<file path="config.mk">
export PLATFORM = sky130hd
export DESIGN_NAME = timing_param_sequencer
export DESIGN_NICKNAME = d
export VERILOG_FILES = /design/src/rtl/tlc_timing_pkg.sv /design/src/rtl/tick_gen.sv /design/src/rtl/timing_param_sequencer.sv
export SDC_FILE = /design/constraint.sdc
export NUM_CORES = 1
export LEC_CHECK = 0
export CAP_MARGIN = 5
export CORE_MARGIN = 2
export CORE_UTILIZATION = 25
export CTS_CLUSTER_DIAMETER = 150
export CTS_CLUSTER_SIZE = 25
export DETAILED_ROUTE_END_ITERATION = 8
export PLACE_DENSITY_LB_ADDON = 0.1
export SLEW_MARGIN = 20
export SYNTH_ARGS = -nofsm -noshare
export SYNTH_HDL_FRONTEND = slang
export SYNTH_SLANG_ARGS = --single-unit
</file>
<file path="constraint.sdc">
create_clock -name clock -period 3.5 [get_ports clock]
set_input_delay 0.7 -clock clock [delete_from_list [all_inputs] [get_ports clock]]
set_output_delay 0.7 -clock clock [all_outputs]
set_load 0.005 [all_outputs]
</file>
<file path="src/rtl/tlc_timing_pkg.sv">
// rtl/tlc_timing_pkg.sv - shared codes and defaults for the traffic light timing sequencer
package tlc_timing_pkg;

    typedef enum logic [1:0] {
        SEL_BASE = 2'b00,
        SEL_EXT  = 2'b01,
        SEL_YEL  = 2'b10,
        SEL_RSVD = 2'b11
    } param_sel_e;

    typedef enum logic [1:0] {
        INT_BASE   = 2'b00,
        INT_EXT    = 2'b01,
        INT_YEL    = 2'b10,
        INT_DOUBLE = 2'b11
    } interval_e;

    typedef enum logic {
        ST_IDLE  = 1'b0,
        ST_COUNT = 1'b1
    } timer_state_e;

    localparam int DEF_CLK_DIV = 4;
    localparam int DEF_VAL_W   = 4;
    localparam int DEF_T_BASE  = 6;
    localparam int DEF_T_EXT   = 3;
    localparam int DEF_T_YEL   = 2;

endpackage

</file>
<file path="src/rtl/tick_gen.sv">
// rtl/tick_gen.sv - free-running seconds divider with synchronous clear and registered tick
module tick_gen #(
    parameter int CLK_DIV = 4
) (
    input  logic clk_i,
    input  logic rst_ni,
    input  logic clear_i,
    output logic wrap_o,
    output logic tick_o
);

    localparam int DW = (CLK_DIV > 1) ? $clog2(CLK_DIV) : 1;

    logic [DW-1:0] div_q, div_d;
    logic          tick_q, tick_d;

    // wrap_o is the combinational "this edge ends a second"; tick_o is the same event, registered
    assign wrap_o = (div_q == DW'(CLK_DIV - 1));
    assign tick_o = tick_q;

    always_comb begin
        div_d  = wrap_o ? '0 : div_q + DW'(1);
        tick_d = wrap_o;
        if (clear_i) begin
            div_d  = '0;
            tick_d = 1'b0;
        end
    end

    always_ff @(posedge clk_i or negedge rst_ni) begin
        if (!rst_ni) begin
            div_q  <= '0;
            tick_q <= 1'b0;
        end else begin
            div_q  <= div_d;
            tick_q <= tick_d;
        end
    end

endmodule

</file>
<file path="src/rtl/timing_param_sequencer.sv">
// rtl/timing_param_sequencer.sv - programmable timing parameters and interval timer for the traffic controller
module timing_param_sequencer
    import tlc_timing_pkg::*;
#(
    parameter int CLK_DIV    = DEF_CLK_DIV,
    parameter int VAL_W      = DEF_VAL_W,
    parameter int T_BASE_DEF = DEF_T_BASE,
    parameter int T_EXT_DEF  = DEF_T_EXT,
    parameter int T_YEL_DEF  = DEF_T_YEL
) (
    input  logic             clock,
    input  logic             reset,
    input  logic             reprogram,
    input  logic [1:0]       time_param_selector,
    input  logic [VAL_W-1:0] time_value,
    input  logic             start_timer,
    input  logic [1:0]       interval_sel,
    output logic             expired,
    output logic             enable_tick,
    output logic             busy,
    output logic [VAL_W:0]   remaining,
    output logic             reprog_ack,
    output logic             fsm_restart
);

    timer_state_e     state_q, state_d;
    logic [VAL_W-1:0] t_base_q, t_base_d, t_ext_q, t_ext_d, t_yel_q, t_yel_d;
    logic [VAL_W:0]   remaining_q, remaining_d, n_sel;
    logic             expired_q, expired_d, ack_q, ack_d, restart_q, restart_d;
    logic             wrap, tick_clear, write_ok;
    logic [VAL_W-1:0] wr_val;

    tick_gen #(.CLK_DIV(CLK_DIV)) u_tick_gen (
        .clk_i   (clock),
        .rst_ni  (reset),
        .clear_i (tick_clear),
        .wrap_o  (wrap),
        .tick_o  (enable_tick)
    );

    assign write_ok = reprogram && (time_param_selector != SEL_RSVD);
    // A zero interval would never expire, so it is stored as one second
    assign wr_val   = (time_value == '0) ? VAL_W'(1) : time_value;

    always_comb begin
        case (interval_sel)
            INT_BASE: n_sel = {1'b0, t_base_q};
            INT_EXT:  n_sel = {1'b0, t_ext_q};
            INT_YEL:  n_sel = {1'b0, t_yel_q};
            default:  n_sel = {t_base_q, 1'b0};
        endcase
    end

    always_comb begin
        state_d     = state_q;
        remaining_d = remaining_q;
        expired_d   = 1'b0;
        ack_d       = 1'b0;
        restart_d   = 1'b0;
        tick_clear  = 1'b0;
        t_base_d    = t_base_q;
        t_ext_d     = t_ext_q;
        t_yel_d     = t_yel_q;
        // Priority: valid write aborts everything, then (re)start, then the running count
        if (write_ok) begin
            case (time_param_selector)
                SEL_BASE: t_base_d = wr_val;
                SEL_EXT:  t_ext_d  = wr_val;
                default:  t_yel_d  = wr_val;
            endcase
            ack_d       = 1'b1;
            restart_d   = 1'b1;
            state_d     = ST_IDLE;
            remaining_d = '0;
        end else if (start_timer) begin
            state_d     = ST_COUNT;
            remaining_d = n_sel;
            tick_clear  = 1'b1;
        end else if (state_q == ST_COUNT && wrap) begin
            if (remaining_q == (VAL_W+1)'(1)) begin
                state_d     = ST_IDLE;
                remaining_d = '0;
                expired_d   = 1'b1;
            end else begin
                remaining_d = remaining_q - (VAL_W+1)'(1);
            end
        end
    end

    always_ff @(posedge clock or negedge reset) begin
        if (!reset) begin
            state_q     <= ST_IDLE;
            remaining_q <= '0;
            expired_q   <= 1'b0;
            ack_q       <= 1'b0;
            restart_q   <= 1'b0;
            t_base_q    <= VAL_W'(T_BASE_DEF);
            t_ext_q     <= VAL_W'(T_EXT_DEF);
            t_yel_q     <= VAL_W'(T_YEL_DEF);
        end else begin
            state_q     <= state_d;
            remaining_q <= remaining_d;
            expired_q   <= expired_d;
            ack_q       <= ack_d;
            restart_q   <= restart_d;
            t_base_q    <= t_base_d;
            t_ext_q     <= t_ext_d;
            t_yel_q     <= t_yel_d;
        end
    end

    assign busy        = (state_q == ST_COUNT);
    assign remaining   = remaining_q;
    assign expired     = expired_q;
    assign reprog_ack  = ack_q;
    assign fsm_restart = restart_q;

endmodule

</file>
[Word level (Yosys, flattened, before mapping)]
Index checks and enable logic that the tools add are counted.
Storage, ports and cells
  bits in registers: 23
  bits of input ports: 12
  output and inout port bits: 10
  logic and storage cells: 50
Cells by class
  add/subtract/negate cells: 2
  eq/ne operators: 6
  multiplexer cells: 20
  bitwise logic cells: 1
  reduce and logical (&&, ||, !) cells: 12
Operators with widths (number)
  two-way mux 5 bit: 4
  case mux 5 bit (3 select lines): 1
  two-way mux 1 bit: 12
  AND reduction 2 bit: 4
  nonzero test 3 bit: 2
  == test 5 x 1 -> 1 bit, second input constant: 1
  subtractor 5 x 1 -> 5 bit, second input constant: 1
  == test 2 x 1 -> 1 bit, second input constant: 2
  == test 2 bit, second input constant: 2
  logical NOT 2 bit: 2
  logical NOT 4 bit: 1
  two-way mux 2 bit: 2
  two-way mux 4 bit: 1
  adder 2 x 1 -> 2 bit, second input constant: 1
  logical AND 1 bit: 2
  inequality test 2 bit, second input constant: 1
  OR reduction 2 bit: 1
  NOT 1 bit: 1

[Logic depth before layout (Yosys ltp)]
Gate-level depths: netlist of the first run.
  word-level depth: 5
  mapped depth: 6
  gate-level depth less buffers: 6

[Modules after synthesis]
A second synthesis of the first run with hierarchy kept.
Second synthesis, totals
  cell total of the unflattened synthesis: 91
  area, all modules: 1137.3 um^2
By module, submodules not included
  timing_param_sequencer: instances 1, cells an instance 84, area an instance 1027.2 um^2, sequential area each 506.7 um^2
  tick_gen: instances 1, cells an instance 7, area an instance 110.1 um^2, sequential area each 75.1 um^2

[Worst setup path after synthesis of the first run]
No wires, ideal clock.
  path type: input port to flip-flop
  start: input interval_sel[1]
  end: register remaining_q[1], in the netlist remaining[1]
  setup time: 123 ps
  arrival: 1656 ps
  required time: 3377 ps
  setup slack: 1722 ps
  cell stages on the path: 4
  path buffers: 1
  cell sequence: clkbuf_1 mux4_2 a21oi_1 nor2_1
Between the ends
  longest elaborated chain between the ends: 4
  elaborated cells between the ends (all ways): 6
  classes of those cells: 2 x eq/ne; 3 x mux; 1 x reduce/logical
RTL lines
  start: declaration: line timing_param_sequencer.sv:17  | input logic [1:0] interval_sel,
  == test 2 bit (tied with other cells): line timing_param_sequencer.sv:46  | case (interval_sel)
  case mux 5 bit (3 select lines) *: line timing_param_sequencer.sv:46
  two-way mux 5 bit *: line timing_param_sequencer.sv:75  | end else if (start_timer) begin
  two-way mux 5 bit *: line timing_param_sequencer.sv:65  | if (write_ok) begin
  end signal: assignment: line timing_param_sequencer.sv:102  | remaining_q <= remaining_d;
  end: declaration: line timing_param_sequencer.sv:28  | logic [VAL_W:0] remaining_q, remaining_d, n_sel;
Every way passes the cells marked *; elsewhere a longest branch is shown, timed or not.
A chain may end at the register's enable or synchronous reset.

[Final worst setup path of the first run]
  start: input reprogram
  end: register t_base_q[3]
Between the ends
  longest elaborated chain between the ends: 2
RTL lines
  start: declaration: line timing_param_sequencer.sv:13  | input logic reprogram,
  logical AND 1 bit: line timing_param_sequencer.sv:41  | assign write_ok = reprogram && (time_param_selector != SEL_RSVD);
  AND reduction 2 bit (no line)
  end signal: assignment: line timing_param_sequencer.sv:97  | t_base_q <= VAL_W'(T_BASE_DEF);
  end signal: assignment: line timing_param_sequencer.sv:106  | t_base_q <= t_base_d;
  end: declaration: line timing_param_sequencer.sv:27  | logic [VAL_W-1:0] t_base_q, t_base_d, t_ext_q, t_ext_d, t_yel_q, t_yel_d;
Every way passes these cells.

==> results of run 1 <==
## synthesized netlist by cell type (2+ instances only)
cell type / count
mux2_2: 9
nand3b_1: 2
a21oi_1: 6
mux2i_1: 2
nor2_1: 6
a211oi_1: 4
nor4b_1: 2
nor3_1: 4
ha_1: 3
o21ai_0: 3
mux4_2: 3
nand2_1: 7
dfrtp_1: 18
a31oi_1: 2
inv_1: 6
dfstp_2: 5
clkbuf_1: 2
## per-stage QoR
stage	hold slack, ps	setup slack (ps)	utilization, %
finish	390	1460	32.9
global route	423	1410	32.9
CTS	449	1470	33.0
detailed placement	437	1170	32.0
global placement	427	1200	32.0
floorplan	404	1720	-
## routing by layer
layer	global-route usage, %	part of all wire (%)	vias up
met5	0	0	-
met4	3.21	1.0	0
met3	3.46	4.6	2
met2	18.4	51	22
met1	12.3	43	391
li1	-	-	392
## sequential cells by signal, summed over array words and instances (netlist names)
name,count
u_tick_gen.tick_o,1
remaining,5
fsm_restart,1
busy,1
expired,1
t_yel_q,4
t_base_q,4
u_tick_gen.div_q,2
t_ext_q,4
## how the worst max path moves through the flow
stage,endpoint,slack (ps)
floorplan,remaining[1],1720
global placement,t_base_q[3],1200
detailed placement,t_base_q[3],1170
CTS,t_base_q[3],1470
global route,remaining[0],1410
finish,t_base_q[3],1460
## report_power, final
part / switching [mW] / internal, mW / total (mW)
Clock: 0.0807 / 0.0811 / 0.162
Combinational: 0.0679 / 0.0921 / 0.160
Sequential: 0.0330 / 0.321 / 0.354
## cells by family (layout without fill, tap and decap cells)
family          Yosys count  count (layout)  share of synthesized area [%]
mux                      14              14                           17.1
fa+ha+maj                 3               3                           3.39
compound gates           16              16                           8.71
simple gates             30              30                           14.8
flops                    23              23                           52.6
buf+inv                   9              32                           3.39
## critical path: stages
cell and delay [ps]:
clkdlybuf4s50_1 520, nor3b_1 570, mux2_2 400
## layout make-up
class	count	area, µm²	area share [%]
sequential	23	582	41.2
inverter	6	22.5	1.59
multi-input combinational	63	487	34.4
tap	52	65.1	4.60
timing repair buffer	22	213	15.0
clock buffer	4	45.0	3.19
## placed cells by master, fill, tap and decap left out, drive strengths merged, types with 2 or more instances in the layout
cell type	n
clkdlybuf4s50	20
clkbuf	4
mux2i	2
mux4	3
o21ai	3
a211oi	4
a31oi	2
mux2	9
inv	6
dfrtp	18
nand3b	2
nand3	2
dfstp	5
buf	2
ha	3
nor2	6
a21oi	6
nor4b	2
and2	2
nor3	4
nand2	7
==> results.yml, run 1 <==
setup_path:
  ff2ff_path_depth: 6
  crit_path_start_kind: "input pin"
  r2r_end: "remaining[0]"
  crit_arrival_ps: 2180
  worstReg2RegStart: "remaining[1]"
  rrSetupSlack_ps: 1630
  path_class: "in -> reg"
  required_ps: 3650
  worstPathMaxFanout: 5
  startpoint: "reprogram"
  cp-end-kind: "flip-flop"
power:
  fin_total_pwr_mw: 0.676
  peakVddDrop_uv: 166
  p_leak_nw: 0.562
  pwr_density_cell_nw_per_um2: 478
global_route:
  track_usage_pct: 10.6
  first_global_vias: 811
  grt_max_degree: 22
  grt_overflow_total: 0
  antenna_found_initial: 0
  grt_pass1_wl_um: 3970
timing:
  finalCritPeriodShare_pct: 58.2
  finalClockSkew_ps: 3.36
  worstMarginPinSlew_ps: 675
  relSlewSlack_pct: 54.4
  setup_viol: 0
  fmax_ghz: 0.491
  timing.final.hold_violations: 0
  rsz0062_at_grt: "false"
  drv_slew: 0
  final.setup.tns_ps: 0
  fin_crit_ps: 2040
logic_synthesis:
  yosysTopAreaCell: "dfrtp_1"
  synth_edf_count: 0
  async_reset_ff_share_pct: 100
  synth_area_um2: 1110
  ys_types: 28
  yosys.area.top_type_share_pct: 40.7
  syn_inst: 95
  synth_area_leaders: "dfrtp_1 41%, dfstp_2 12%, mux2_2 9.2%"
  synthFlopType: "dfrtp_1"
  avgSynthCellArea_um2: 11.6
  synth.net_count: 110
  ys_warn_count: 0
  seq_area_frac_synth_pct: 52.6
  ys_ff_latch: 23
routing:
  drt_iter0_drc: 43
  detail_route.wl_per_cell_um: 14.1
  drt_pass1_iterations: 4
  vias_per_cell: 4.75
  wl_um: 2400
  ant_nets: 0
  via_count: 807
  post-route-drc-count: 0
final_layout:
  antenna_cells: 0
  final_cell_count_no_fill: 170
  syn2layout_area_growth_pct: 27.8
  drive_gt1_share_pct: 20.3
  final_cell_area_um2: 1410
  fin_nets: 134
  nFillCells: 449
clock_network:
  insertion_delay_ps: 260
  clk_path_buf_depth: 2
  root_buffer: "clkbuf_8"
  postCtsSetupRepairBufs: 0
  clk_pin_slew_ps: 80
  cts-buffers-inserted: 3
  cts.sink_count: 23
  hold_buffers: 0
  cts_tree: "done"
  cts_resized: 0
  cts_max_level: 1
floorplanning:
  fp.dieH_um: 70.5
  rows: 24
  core_um2: 4290
  fp.dieW_um: 70.5
  ios: 22
  initial_core_util_pct: 25.8
  die_area_um2: 4970
run:
  drv_cap: 0
placed_design:
  dpl_cell_area_um2: 1370
  hpwl_um: 1780
  dp.cells: 166
  globalplace.congestion: 0.721
  port_buffers: 21
worst_hold_path:
  min_path_type: "in -> async"
run_status:
  status: "complete, no violations"
No activity file was read; power rests on OpenSTA's default activity.
==> run 2: changes to the inputs <==
- clock period: 3.5 -> 1.74 ns (I/O delays scaled with it)
==> run 2 against run 1 <==
  * Highest routed layer unchanged
  * Combinational power grew 150%
  * Critical path depth grew 3
  * Final cell count up 6.5%
  * Clock skew grew 1.8 ps
  * Critical endpoint is now remaining[4]
  * Wire length increased by 3.2%
  * Largest power group unchanged
  * Sequential power increased by 100%
  * Sequential cell count is the same
  * Global-route usage up 0.34 points
==> results.yml, run 2 (synthesis gave the netlist of run 1 again) <==
run_status:
  status: "complete, no violations"
timing:
  fmax_ghz: 0.594
  fin_crit_ps: 1680
  finalClockSkew_ps: 5.20
  finalCritPeriodShare_pct: 96.8
  whs_ps: 441
  drv_slew: 0
  final.setup.tns_ps: 0
  setup_viol: 0
  relSlewSlack_pct: 76.4
  timing.final.hold_violations: 0
  rsz0062_at_grt: "true"
  worstMarginPinSlew_ps: 351
clock_network:
  insertion_delay_ps: 260
  postCtsSetupRepairBufs: 0
  root_buffer: "clkbuf_8"
  cts-buffers-inserted: 3
  cts_tree: "done"
  cts.sink_count: 23
  clk_pin_slew_ps: 80
  cts_max_level: 1
  clk_path_buf_depth: 2
setup_path:
  crit_path_start_kind: "flip-flop"
  cp-end-kind: "flip-flop"
  worstPathCellList: "inv_2 > ha_4 > nand3_4 > or3_4 > or4_4 > a31oi_1"
  crit_arrival_ps: 1870
  cp_top_family: "simple AND/OR/NAND/NOR gates"
  path_class: "reg -> reg"
  required_ps: 1930
  worstPathMaxFanout: 3
  path_buf_inv: 1
  slowest_delay_ps: 410
  crit_slowest_cell: "or4_4"
routing:
  via_count: 840
  vias_per_cell: 4.64
  detail_route.wl_per_cell_um: 13.7
  drt_iter0_drc: 51
  post-route-drc-count: 0
  ant_nets: 0
  drt_pass1_iterations: 4
  wl_um: 2480
floorplanning:
  ios: 22
  core_um2: 4290
  fp.dieH_um: 70.5
  initial_core_util_pct: 25.8
  fp.dieW_um: 70.5
  rows: 24
  die_area_um2: 4970
final_layout:
  multiInputGateArea_um2: 529
  final_common_cell: "clkdlybuf4s50_1"
  fin_nets: 145
  syn2layout_area_growth_pct: 39.6
  largest_reg_flops: 5
  utilization_pct: 36.0
  drive_gt1_share_pct: 32.6
  final_cell_area_um2: 1540
  antenna_cells: 0
  nFillCells: 423
  final_cell_mix: "21 x clkdlybuf4s50_1, 18 x dfrtp_1, 12 x buf_4, 9 x mux2_2, 7 x nand2_1"
  seq_area_um2: 582
placed_design:
  port_buffers: 21
  hpwl_um: 1870
  dpl_cell_area_um2: 1460
  globalplace.congestion: 0.780
global_route:
  first_global_vias: 873
  grt_pass1_wl_um: 4260
  track_usage_pct: 10.9
  grt_max_degree: 24
  grt_overflow_total: 0
  antenna_found_initial: 0
power:
  p_leak_nw: 0.622
  peakVddDrop_uv: 476
  pwr_density_cell_nw_per_um2: 929
run:
  drv_cap: 0
worst_hold_path:
  min_path_type: "in -> async"
-- run 2: what timing repair did --
action | 4_1_cts | 5_1_grt
gates resized for setup | 0 | 10
endpoints found under the setup margin | 0 | 3
hold buffers | 0 | 0
-- run 2: metrics by stage --
| step | worst slack [ps] | power, mW | std cells |
|---|---|---|---|
| global route | -14.9 | 1.52 | 181 |
| detailed placement | -59.2 | 1.09 | 177 |
| finish | 55.7 | 1.43 | 181 |
| floorplan | 105 | 0.900 | 95 |
| CTS | 57.6 | 1.43 | 181 |
| global placement | -23.2 | 1.08 | 177 |
-- run 2: area by class of cell --
cell class	instances	share of cell area, %
flip-flops and latches	23	37.7
multi-input cells	63	34.3
repair buffers	33	19.4
well taps	52	4.21
clock buffers	4	2.92
inverters	6	1.46
-- run 2: layer usage --
layer / wire length [µm] / vias up / global-route usage (%)
met5: 0 / - / 0
met2: 1230 / 20 / 17.7
met4: 17 / 0 / 1.92
met3: 102 / 2 / 3.03
met1: 1130 / 406 / 14.7
li1: - / 412 / -
-- run 2: worst paths after layout --
| kind | from | slack, ps | to | cells after the start |
|---|---|---|---|---|
| min in group clock | u_tick_gen.div_q[0] | 470 | u_tick_gen.div_q[0] | 1 |
| max reg2reg | remaining[1] | 60 | remaining[4] | 6 |
| min | reset | 440 | fsm_restart | 2 |
| min reg2reg | u_tick_gen.div_q[0] | 470 | u_tick_gen.div_q[0] | 1 |
| max | remaining[1] | 60 | remaining[4] | 6 |
| max in group asynchronous | reset | 1000 | t_base_q[2] | 2 |
-- run 2: power by group --
group / internal (mW) / switching (mW) / leakage [nW]
registers: 0.645 / 0.0621 / 0.277
clock network: 0.163 / 0.167 / 0.0228
logic: 0.233 / 0.164 / 0.323
total: 1.04 / 0.393 / 0.622
